### src/rtl/spi_slave_frame_rx.sv
// SPI mode-3 slave: oversampled deserialiser plus AA 55 framed command parser driving a 16-bit write port.
// Optional MISO echo of the previous byte is built when SPI_SLAVE_MISO_ECHO_EN is defined.
module spi_slave_frame_rx #(
  parameter int ADDR_W      = 10,
  parameter int SYNC_STAGES = 2
) (
  input  logic              clk,
  input  logic              rst_n,
  input  logic              cs_n,
  input  logic              sck,
  input  logic              mosi,
  output logic              miso,
  output logic [7:0]        rx_byte,
  output logic              rx_valid,
  output logic              wr_en,
  output logic [ADDR_W-1:0] wr_addr,
  output logic [15:0]       wr_data,
  output logic [15:0]       cfg_len,
  output logic              frame_err,
  output logic              busy
);

  typedef enum logic [3:0] {
    IDLE, HDR, TYPE, LEN_H, LEN_L, ADDR_H, ADDR_L, DATA_H, DATA_L
  } state_t;

  logic [SYNC_STAGES-1:0] sck_sync, cs_sync, mosi_sync;
  logic                   sck_prev, cs_prev;
  logic                   sck_s, cs_s, mosi_s;
  logic                   sck_rise, cs_rise, byte_done;
  logic [6:0]             shreg;
  logic [2:0]             bit_cnt;
  state_t                 state;
  logic [7:0]             hi_byte;
  logic [ADDR_W-1:0]      addr_reg, ptr;
  logic [15:0]            word_cnt;

  // Stage: input synchronisers and edge detect
  always_ff @(posedge clk or negedge rst_n) begin
    if (!rst_n) begin
      sck_sync  <= '1;
      cs_sync   <= '1;
      mosi_sync <= '0;
      sck_prev  <= 1'b1;
      cs_prev   <= 1'b1;
    end else begin
      sck_sync  <= {sck_sync[SYNC_STAGES-2:0], sck};
      cs_sync   <= {cs_sync[SYNC_STAGES-2:0], cs_n};
      mosi_sync <= {mosi_sync[SYNC_STAGES-2:0], mosi};
      sck_prev  <= sck_s;
      cs_prev   <= cs_s;
    end
  end

  assign sck_s     = sck_sync[SYNC_STAGES-1];
  assign cs_s      = cs_sync[SYNC_STAGES-1];
  assign mosi_s    = mosi_sync[SYNC_STAGES-1];
  assign sck_rise  = sck_s & ~sck_prev;
  assign cs_rise   = cs_s & ~cs_prev;
  assign byte_done = ~cs_s & sck_rise & (bit_cnt == 3'd7);

  // Stage: MSB-first deserialiser
  always_ff @(posedge clk or negedge rst_n) begin
    if (!rst_n) begin
      shreg    <= '0;
      bit_cnt  <= '0;
      rx_byte  <= '0;
      rx_valid <= 1'b0;
    end else begin
      rx_valid <= 1'b0;
      if (cs_s) begin
        bit_cnt <= '0;
      end else if (sck_rise) begin
        shreg   <= {shreg[5:0], mosi_s};
        bit_cnt <= bit_cnt + 3'd1;
        if (byte_done) begin
          rx_byte  <= {shreg, mosi_s};
          rx_valid <= 1'b1;
        end
      end
    end
  end

  // Stage: frame parser, one step per received byte
  always_ff @(posedge clk or negedge rst_n) begin
    if (!rst_n) begin
      state     <= IDLE;
      busy      <= 1'b0;
      hi_byte   <= '0;
      addr_reg  <= '0;
      ptr       <= '0;
      word_cnt  <= '0;
      cfg_len   <= '0;
      wr_en     <= 1'b0;
      wr_addr   <= '0;
      wr_data   <= '0;
      frame_err <= 1'b0;
    end else begin
      wr_en     <= 1'b0;
      frame_err <= 1'b0;
      // Deasserting CS mid-frame or mid-byte aborts; a pending data hi byte is dropped.
      if (cs_rise && (state != IDLE || bit_cnt != 3'd0)) begin
        state     <= IDLE;
        busy      <= 1'b0;
        frame_err <= 1'b1;
      end else if (rx_valid) begin
        case (state)
          IDLE: begin
            if (rx_byte == 8'hAA) begin
              state <= HDR;
              busy  <= 1'b1;
            end
          end
          HDR: begin
            if (rx_byte == 8'h55) begin
              state <= TYPE;
            end else if (rx_byte != 8'hAA) begin
              state <= IDLE;
              busy  <= 1'b0;
            end
          end
          TYPE: begin
            case (rx_byte)
              8'hA4: state <= LEN_H;
              8'hA5: state <= ADDR_H;
              8'hA6: begin
                if (cfg_len != 16'd0) begin
                  state    <= DATA_H;
                  ptr      <= addr_reg;
                  word_cnt <= '0;
                end else begin
                  state     <= IDLE;
                  busy      <= 1'b0;
                  frame_err <= 1'b1;
                end
              end
              default: begin
                state     <= IDLE;
                busy      <= 1'b0;
                frame_err <= 1'b1;
              end
            endcase
          end
          LEN_H: begin
            hi_byte <= rx_byte;
            state   <= LEN_L;
          end
          LEN_L: begin
            cfg_len <= {hi_byte, rx_byte};
            state   <= IDLE;
            busy    <= 1'b0;
          end
          ADDR_H: begin
            hi_byte <= rx_byte;
            state   <= ADDR_L;
          end
          ADDR_L: begin
            addr_reg <= ADDR_W'({hi_byte, rx_byte});
            state    <= IDLE;
            busy     <= 1'b0;
          end
          DATA_H: begin
            hi_byte <= rx_byte;
            state   <= DATA_L;
          end
          DATA_L: begin
            wr_en    <= 1'b1;
            wr_addr  <= ptr;
            wr_data  <= {hi_byte, rx_byte};
            ptr      <= ptr + 1'b1;
            word_cnt <= word_cnt + 16'd1;
            if (word_cnt + 16'd1 == cfg_len) begin
              state <= IDLE;
              busy  <= 1'b0;
            end else begin
              state <= DATA_H;
            end
          end
          default: begin
            state <= IDLE;
            busy  <= 1'b0;
          end
        endcase
      end
    end
  end

`ifdef SPI_SLAVE_MISO_ECHO_EN
  logic [7:0] tx_sr;
  logic       sck_fall;

  assign sck_fall = ~sck_s & sck_prev;

  // Stage: echo shifter; the first fall of each byte keeps the MSB so it is sampled on the first rise
  always_ff @(posedge clk or negedge rst_n) begin
    if (!rst_n) begin
      tx_sr <= '0;
    end else if (cs_s) begin
      tx_sr <= '0;
    end else if (byte_done) begin
      tx_sr <= {shreg, mosi_s};
    end else if (sck_fall && bit_cnt != 3'd0) begin
      tx_sr <= {tx_sr[6:0], 1'b0};
    end
  end

  assign miso = cs_s | tx_sr[7];
`else
  assign miso = 1'b1;
`endif

endmodule

### config.mk
export PLATFORM = sky130hd
export DESIGN_NAME = spi_slave_frame_rx
export DESIGN_NICKNAME = d
export VERILOG_FILES = /design/src/rtl/spi_slave_frame_rx.sv
export SDC_FILE = /design/constraint.sdc
export NUM_CORES = 1
export LEC_CHECK = 0
export CORE_MARGIN = 2
export CORE_UTILIZATION = 50
export CTS_CLUSTER_SIZE = 12
export DETAILED_ROUTE_END_ITERATION = 8
export PLACE_DENSITY = 0.77
export SETUP_SLACK_MARGIN = 0.5
export SLEW_MARGIN = 30
export SYNTH_ARGS = -nofsm -noshare
export SYNTH_HDL_FRONTEND = slang
export SYNTH_SLANG_ARGS = --single-unit
### constraint.sdc
create_clock -name clk -period 2.9 [get_ports clk]
set_clock_uncertainty 0.1 [all_clocks]
set_input_delay 0.725 -clock clk [delete_from_list [all_inputs] [get_ports clk]]
set_output_delay 0.725 -clock clk [all_outputs]
set_load 0.005 [all_outputs]
# Word level (Yosys, flattened, before mapping)
# Index checks and enable logic that the tools add are counted.
# word_totals
inputBits,5
ff_bits,120
output_inout_bits,55
# classes
muxes,37
addsub,3
n_reduce_logical,20
n_bitwise,8
eq_ne,26
# ops
operator,n
$eq 8x8->1 const B,4
$mux 16,2
$pmux 16 s2,1
$pmux 4 s7,1
$mux 10,2
$mux 4,5
$pmux 10 s2,1
$reduce_and 3->1,6
$mux 1,17
$add 16x1->16 const B,1
$eq 16x16->1,1
$eq 4x3->1 const B,4
$reduce_bool 16->1,1
$ne 3x3->1 const B,5
$mux 3,4
$add 10x1->10 const B,1
$pmux 3 s3,1
$eq 4x2->1 const B,2
$eq 8x7->1 const B,1
$ne 4x4->1 const B,2
$ne 8x8->1 const B,1
$reduce_and 8->1,1
$reduce_bool 2->1,3
$pmux 1 s5,1
18 further kinds,26

# Logic depth before layout (Yosys ltp)
# Gate-level depths: netlist (run 1).
# depth
ltp_word,7
mapped_depth,10
ltp_nobuf,8

# Worst setup path before layout (run 1)
# OpenSTA, ideal clock, no wires.
# synth_path
kind,register to register
start,register word_cnt[0]
end,register busy
setup_time_ns,0.119
arrival_time_ns,2.126
setup_slack_ns,0.555
required_time_ns,2.681
path_stages_with_launch,10
path_cell_list,dfrtp_1 ha_1 nand3_1 clkbuf_1 o311ai_0 a21boi_0 nor4_2 nand4_1 and3_1 o21ba_1
# synth_via
elab_chain_len,4
# synth_lines
item,line,text
start: declaration,36,logic [15:0] word_cnt;
start signal: assignment,171,word_cnt <= word_cnt + 16'd1;
$add 16x1->16,172,if (word_cnt + 16'd1 == cfg_len) begin
$eq 16x16->1,172,
$ne 3x3->1 (no line),-,
$reduce_and 8->1 (no line),-,
end signal: assignment,160,busy <= 1'b0;
end signal: assignment,174,busy <= 1'b0;
end signal: assignment,181,busy <= 1'b0;
end: declaration,20,output logic busy
# No other way between the ends.
# A chain may end at the register's enable or synchronous reset.

# Worst setup path in the final report (run 1)
# layout_path
start,register word_cnt[1]
end,register busy
# Same word-level chain as after synthesis.

==> results of run 1 <==
Yosys cell counts, types with 4 or more instances:
library cell	count
nand3_1	15
dfstp_2	6
a21oi_1	25
o22ai_1	5
o21ai_0	24
mux2_1	10
o21ai_1	19
and3_1	5
nor3_1	8
dfrtp_1	114
xnor2_1	20
nor2_1	23
nand2_1	116
mux2_2	37
inv_1	13
nor4_1	5
nand4_1	4
nor4_2	8
a31oi_1	6
clkbuf_1	18
or3_1	5
ha_1	5
buf_2	9
worst max-delay path by stage:
| stage | from | to | slack [ns] | cells after the start |
|---|---|---|---|---|
| final | word_cnt[1] | busy | 0.52 | 9 |
| after detailed placement | state[1] | word_cnt[3] | 0.33 | 7 |
| after global routing | word_cnt[1] | busy | 0.43 | 9 |
| after CTS | state[1] | addr_reg[3] | 0.44 | 6 |
| after floorplan | word_cnt[0] | busy | 0.55 | 9 |
| after global placement | state[1] | word_cnt[3] | 0.41 | 7 |
where the power goes:
part / internal [mW] / switching (mW) / total [mW]
sequential: 1.74 / 0.0543 / 1.80
clock: 1.18 / 0.703 / 1.88
combinational: 0.131 / 0.117 / 0.248
total: 3.06 / 0.874 / 3.93
area by class of cell:
class / instances / share of cell area (%)
Sequential cell: 120 / 40.7
Multi-Input combinational cell: 397 / 36.0
Timing Repair Buffer: 102 / 13.0
Clock buffer: 29 / 6.87
Tap cell: 143 / 2.41
Inverter: 14 / 0.707
Clock inverter: 3 / 0.269
stage by stage:
step	power, mW	hold WS [ns]	worst slack, ns	area [µm²]	utilization, %
3_3_place_gp	2.02	0.234	0.409	6540	57.7
4_1_cts	3.92	0.203	0.441	7160	63.2
6_report	3.93	0.195	0.521	7430	65.6
3_5_place_dp	2.03	0.247	0.330	6540	57.7
5_1_grt	4.05	0.229	0.434	7430	65.6
2_1_floorplan	1.93	0.231	0.555	5750	-
cell families (layout without fill, tap and decap cells):
group,after synthesis,after routing,synth area share [%]
compound gates,103,103,11.1
buf+inv,45,148,3.33
fa+ha+maj,6,6,1.26
xor+xnor,22,22,3.35
mux,50,50,9.73
simple gates,214,215,18.8
flops,120,120,52.4
other cells,1,1,0.0652
routing by layer:
layer	global-route usage, %	wire (µm)
met1	30.9	6450
met2	37.9	7210
met3	6.34	946
met4	9.05	265
met5	0	0
critical path: cells and delay by family (launching register included):
| kind | cells | cell delay [ns] |
|---|---|---|
| fa+ha+maj | 1 | 0.19 |
| buf+inv | 1 | 0.15 |
| xor+xnor | 1 | 0.15 |
| simple gates | 5 | 1.11 |
| flops | 1 | 0.42 |
| compound gates | 1 | 0.16 |
what timing repair did:
| item | CTS | global route |
|---|---|---|
| gates resized for setup | 13 | 24 |
| pin swaps | 1 | 15 |
| setup buffers | 3 | 21 |
| setup endpoints to repair | 66 | 69 |
| cloned | 0 | 1 |
==> results.txt, run 1 <==
I/O pin count -> 60
DR iter-0 viols -> 355
CTS H-tree depth -> 4
Cell row count -> 39
Core ar. -> 0.0113 mm²
Max Cap Viol -> 0
Seq. cell area -> 0.00303 mm²
Crit path max-delay cell type -> dfrtp_2
Avg WL per Cell -> 18.4 µm
Area of the die -> 0.0124 mm²
Vias per cell -> 5.87
Worst path max stage delay -> 0.42 ns
Die Width -> 111 µm
Ys async rst share -> 100%
Synth cell types -> 68
Clock-pin transition on the worst setup and hold timing paths -> 0.05 ns
Final Max Tran Viols -> 0
Diodes inserted -> 0
Setup_tns -> 0 ns
Crit path max fanout -> 7
Total congestion overflow -> 0
Setup crit end kind -> flip-flop
Top cells by area, synth -> dfrtp_1, nand2_1, mux2_2, xnor2_1, dfstp_2
Cell taking the most area after synthesis -> dfrtp_1
Fin cells -> 808
Proportion of layout cells with a drive suffix above 1 -> 23.0%
Worst flop-to-flop path startpoint -> word_cnt[1]
Worst Path Required -> 3.10 ns
Final Hold Fails -> 0
Post-Route WL -> 14900 µm
CTS tree -> yes
Largest net degree at the start of global routing -> 46
PD cells -> 529 mW/mm²
Least-Margin Pin Slew -> 0.526 ns
Crit start category -> flip-flop
Filler cells -> 849
Via count of the first global-routing pass -> 4560
Avg Cell Area, Syn -> 10.2 µm²
Via Count -> 4742
Root Buffer -> clkbuf_16
Leakage -> 3.40 nW
CP cell instances -> ha_4 > nand3_4 > buf_6 > nor4_4 > xnor2_1 > nor4_2 > nand4_1 > and3_1 > o21ba_1
Inserted Clock Buffers -> 17
Slew headroom -> 64.9%
Deepest clock path buffer count -> 2
Main synth FF type -> dfrtp_1
Post-CTS Hold Fix Bufs -> 0
Top Registers -> cfg_len: 16 flops, word_cnt: 16 flops, wr_data: 16 flops
Fmax -> 420 MHz
Minimum clock period -> 2.38 ns
Most common cell after layout, fill and taps aside -> nand2_1
Crit share post-route -> 82.0%
Syn Nets -> 571
Top cell type's share of synthesized area -> 49.6%
FF+latch count, synth -> 120
Nets -> 662
Worst flop-to-flop path endpoint -> busy
Setup violations, final -> 0
First-pass GRT wire length -> 23300 µm
Multi-input logic area -> 0.00268 mm²
Layout Area Growth over Synthesis -> 29.2%
Sequential share of the synthesized area -> 52.4%
Clk sink count -> 120
Result of the run -> finished clean
Worst reg2reg path depth -> 9
Cell Count Post-Placement -> 751
Most frequent cells in the layout -> nand2_1, dfrtp_1, clkdlybuf4s50_1, mux2_2, buf_4
Mapped Area -> 0.00575 mm²
Initial Util -> 50.8%
Critical path class -> reg -> reg
RSZ-0062 raised after global routing -> false
Worst vdd ir -> 0.397 mV
EDFF count, synth -> 0
Synth warnings -> 0
DR pass1 iterations -> 7
ANT nets after route -> 0
Residual DRC -> 0
Worst min-delay path class -> in -> async
Reg-to-reg slack, setup -> 0.52 ns
# port buffers -> 58
Post-DP HPWL -> 9580 µm
GRT Overall Usage -> 23.6%
Post-synthesis cell count -> 561
Gpl congestion -> 0.871
CP arrival -> 2.58 ns
Clk_lat worst skew -> 0.41 ns
Die height -> 111 µm
Initial antenna violation count -> 0
(Power assumes the default switching activity.)
==> run 2: changes to the inputs <==
Settings changed: PLACE_DENSITY 0.77 to 0.8.
Clock period 2.9 ns to 2.1 ns, I/O delays scaled along.
==> results.txt, run 2 (synthesis results as in run 1) <==
Most common cell after layout, fill and taps aside -> buf_4
Clk sink count -> 120
GRT Overall Usage -> 43.6%
Fmax -> 320 MHz
Largest net degree at the start of global routing -> 44
Via Count -> 6952
RSZ-0062 raised after global routing -> true
Clock-pin transition on the worst setup and hold timing paths -> 0.06 ns
Setup violations, final -> 84
M2 GR Usage -> 68.0%
Reg-to-reg slack, setup -> -1.03 ns
Total congestion overflow -> 0
Area of the die -> 0.0124 mm²
First-pass GRT wire length -> 40300 µm
Worst Path Required -> 2.28 ns
Core ar. -> 0.0113 mm²
Setup_tns -> -28.92 ns
Fin cells -> 966
Die Width -> 111 µm
Result of the run -> complete, but fails checks
Clk_lat worst skew -> 0.47 ns
Nets -> 823
Final Max Tran Viols -> 0
Deepest clock path buffer count -> 2
DR iter-0 viols -> 978
Die height -> 111 µm
Diodes inserted -> 0
Post-DP HPWL -> 10600 µm
Top Registers -> cfg_len: 16 flops, word_cnt: 16 flops, wr_data: 16 flops
Final worst setup slack -> -1.03 ns
Gpl congestion -> 0.925
Root Buffer -> clkbuf_16
Via count of the first global-routing pass -> 6667
Final Hold Fails -> 0
Initial antenna violation count -> 2
Slew headroom -> 46.0%
Layout Area Growth over Synthesis -> 77.8%
Proportion of layout cells with a drive suffix above 1 -> 63.1%
Max Cap Viol -> 0
DR pass1 iterations -> 6
Critical path class -> reg -> reg
Worst min-delay path class -> reg -> reg
Failing checks -> setup timing
Worst vdd ir -> 0.881 mV
Initial Util -> 50.8%
Minimum clock period -> 3.13 ns
Cell row count -> 39
M3 GR Usage -> 13.0%
Met1 Use GR -> 50.7%
Crit start category -> flip-flop
CTS tree -> yes
CTS H-tree depth -> 4
Setup crit end kind -> flip-flop
PD cells -> 625 mW/mm²
Most crowded layer after global routing -> met2
Avg WL per Cell -> 33.9 µm
Crit path max fanout -> 5
Residual DRC -> 0
Cell Count Post-Placement -> 821
Vias per cell -> 7.20
Inserted Clock Buffers -> 17
I/O pin count -> 60
Least-Margin Pin Slew -> 0.804 ns
ANT nets after route -> 0
Post-Route WL -> 32700 µm
CP arrival -> 3.31 ns
# port buffers -> 58
Filler cells -> 341
Crit share post-route -> 149%
Most frequent cells in the layout -> buf_4, dfrtp_1, buf_6, nand2_1, nand2_4
Leakage -> 5.20 nW
==> run 2: cell count changes in the layout (fill, tap and decap cells not counted), moves of 27 or more <==
| cell | previous run | this run |
|---|---|---|
| buf_2 | 0 | 29 |
| nand2_2 | 1 | 28 |
| nand2_1 | 115 | 57 |
| buf_4 | 37 | 107 |
| nand2_4 | 1 | 31 |
| clkdlybuf4s50_1 | 57 | 3 |
| buf_6 | 5 | 89 |
==> run 2: worst paths after layout <==
path,from,end,cells after the start
worst max-delay path,word_cnt[9],state[0],9
max in group asynchronous,rst_n,rx_byte[2],3
worst min register to register,sck_sync[0],sck_sync[1],0
worst min-delay path,sck_sync[0],sck_sync[1],0
worst max register to register,word_cnt[9],state[0],9
min in group asynchronous,rst_n,ptr[0],2
==> run 2: layout make-up <==
class,instances,area (µm²),share of cell area [%]
Inverter,14,60.1,0.588
Clock inverter,6,114,1.11
Sequential cell,120,3030,29.6
Clock buffer,23,508,4.97
Timing Repair Buffer,263,2730,26.7
Multi-Input combinational cell,397,3600,35.3
Tap cell,143,179,1.75
==> run 2: critical path: stages, from the launching register on <==
cell	delay, ns
dfrtp_1	0.48
nand3_4	0.25
nor4_4	0.42
xnor2_1	0.28
nor4_2	0.38
buf_4	0.20
buf_4	0.12
nand3_1	0.30
nand2_2	0.25
nand3_1	0.17
==> run 2: layer usage <==
metal  routed length [µm]  vias to the layer above  share of wire, %
li1                     -                     2484                 -
met4                 3380                        4                10
met1                10500                     3302                32
met2                14200                      827                43
met3                 4620                      335                14
met5                   26                        -             0.079
==> run 2: timing repair <==
action	4_1_cts	5_1_grt
buffers inserted	76	26
cloned	11	2
pin swaps	62	57
hold buffers	1	0
gates resized for setup	419	148
hold endpoints to repair	28	0
endpoints found under the setup margin	154	133
==> run 2: power breakdown <==
part,switching [mW],internal [mW],total (mW),leakage [nW]
Combinational,0.330,0.322,0.652,3.29
Clock,1.22,2.04,3.26,0.299
Sequential,0.0747,2.40,2.48,1.61
Total,1.62,4.76,6.39,5.20
==> run 2: stage by stage <==
step	power, mW	setup slack, ns	util (%)	hold WS, ns	instance area [µm²]
floorplan	2.72	0.00988	-	0.129	6040
global placement	2.89	-0.0672	64.7	0.244	7320
detailed placement	2.91	-0.184	64.7	0.244	7320
CTS	5.99	-0.277	82.8	0.255	9380
global route	6.46	-0.956	90.3	0.263	10200
finish	6.39	-1.03	90.3	0.257	10200
==> run 3: changes to the inputs <==
Settings changed: ABC_CLOCK_PERIOD_IN_PS set to 2100, CTS_BUF_LIST set to sky130_fd_sc_hd__clkbuf_16.
==> results.txt, run 3 (synthesis results as in run 1) <==
Root Buffer -> clkbuf_16
Largest net degree at the start of global routing -> 44
Inserted Clock Buffers -> 17
Diodes inserted -> 0
Crit start category -> flip-flop
Critical path class -> reg -> reg
Proportion of layout cells with a drive suffix above 1 -> 61.6%
I/O pin count -> 60
Initial Util -> 50.8%
Clock-pin transition on the worst setup and hold timing paths -> 0.05 ns
Avg WL per Cell -> 31.2 µm
Crit path max fanout -> 9
Fmax -> 356 MHz
Gpl congestion -> 0.925
Setup crit end kind -> flip-flop
Failing checks -> setup timing
CP cell instances -> buf_4 > nand4_2 > buf_12 > o21ai_1 > a31oi_1 > nor4_2 > nand4_1 > and3_1 > o21ba_1
Worst vdd ir -> 0.861 mV
CTS tree -> yes
Tot Pwr -> 6.01 mW
Crit share post-route -> 134%
Worst min-delay path class -> reg -> reg
Most common cell after layout, fill and taps aside -> buf_4
Total congestion overflow -> 0
DR iter-0 viols -> 950
Nets -> 822
Final Max Tran Viols -> 0
Post-Route WL -> 30100 µm
Pre-CTS setup slack -> -0.184 ns
Seq. cell area -> 0.00303 mm²
Filler cells -> 389
Worst path max stage delay -> 0.44 ns
Slew headroom -> 45.7%
Least-Margin Pin Slew -> 0.803 ns
Worst path bufs/invs -> 2
Core ar. -> 0.0113 mm²
Layout Area Growth over Synthesis -> 74.5%
Top Registers -> cfg_len: 16 flops, word_cnt: 16 flops, wr_data: 16 flops
CP delay by family, top -> simple AND/OR/NAND/NOR gates
Fin Hold WS -> 0.256 ns
Most frequent cells in the layout -> buf_4, dfrtp_1, buf_6, nand2_1, buf_2
Crit path max-delay cell type -> dfrtp_1
Via count of the first global-routing pass -> 6680
Final Hold Fails -> 0
CTS H-tree depth -> 4
Via Count -> 6724
PD cells -> 599 mW/mm²
Initial antenna violation count -> 1
Setup violations, final -> 83
Post-DP HPWL -> 10600 µm
First-pass GRT wire length -> 38500 µm
Multi-input logic area -> 0.00355 mm²
# port buffers -> 58
Final worst setup slack -> -0.706 ns
Setup_tns -> -17.62 ns
DR pass1 iterations -> 6
Die height -> 111 µm
Clk_lat worst skew -> 0.45 ns
Vias per cell -> 6.97
Worst Path Required -> 2.33 ns
Die Width -> 111 µm
Max Cap Viol -> 0
Deepest clock path buffer count -> 2
Area of the die -> 0.0124 mm²
CP arrival -> 3.04 ns
RSZ-0062 raised after global routing -> true
GRT Overall Usage -> 41.2%
Leakage -> 5.06 nW
Minimum clock period -> 2.81 ns
Clk sink count -> 120
Residual DRC -> 0
ANT nets after route -> 0
Result of the run -> complete, but fails checks
Cell row count -> 39
==> run 3: cell types whose count changed in the layout (fill, tap and decap cells not counted), moves of 4 or more <==
cell,change
buf_12,-4
nand2_1,+5
nor2_1,-4
nand2_4,-5
clkbuf_8,-6
clkinv_1,+6
==> run 3: repair_timing <==
item	CTS	global route
pin swaps	51	46
hold endpoints to repair	28	0
buffers inserted	80	24
gates cloned	9	1
resized for setup	416	140
endpoints found under the setup margin	154	131
hold buffers	1	0
==> run 3: power breakdown <==
part	switching (mW)	leakage, nW	internal (mW)
Sequential	0.0659	1.61	2.40
Clock	1.19	0.266	1.82
Combinational	0.279	3.19	0.258
Total	1.53	5.06	4.48
==> run 3: layer usage <==
| layer | share of wire [%] | up-vias | GRT usage [%] |
|---|---|---|---|
| li1 | - | 2473 | - |
| met1 | 33 | 3207 | 47.8 |
| met5 | 0 | - | 0 |
| met4 | 11 | 0 | 28.9 |
| met2 | 44 | 725 | 64.9 |
| met3 | 13 | 319 | 12.7 |
==> run 3: stage by stage <==
step,instance area [µm²],util [%],cells
after floorplan,6040,-,561
after global placement,7320,64.7,821
after detailed placement,7320,64.7,821
after CTS,9280,82.0,940
after global routing,10000,88.6,965
final,10000,88.6,965
==> run 3: area by class of cell <==
type,instances,share of cell area [%]
Multi-Input combinational cell,397,35.4
Sequential cell,120,30.2
Timing Repair Buffer,262,26.3
Clock buffer,17,4.24
Tap cell,143,1.78
Clock inverter,12,1.36
Inverter,14,0.648
==> run 3: final timing paths <==
kind	start	endpoint	slack (ns)	cells after the start
worst min-delay path	sck_sync[0]	sck_sync[1]	0.26	0
worst max-delay path	word_cnt[1]	busy	-0.71	9
max in group asynchronous	rst_n	word_cnt[6]	0.79	3
worst min register to register	sck_sync[0]	sck_sync[1]	0.26	0
min in group asynchronous	rst_n	ptr[0]	0.47	2
worst max register to register	word_cnt[1]	busy	-0.71	9
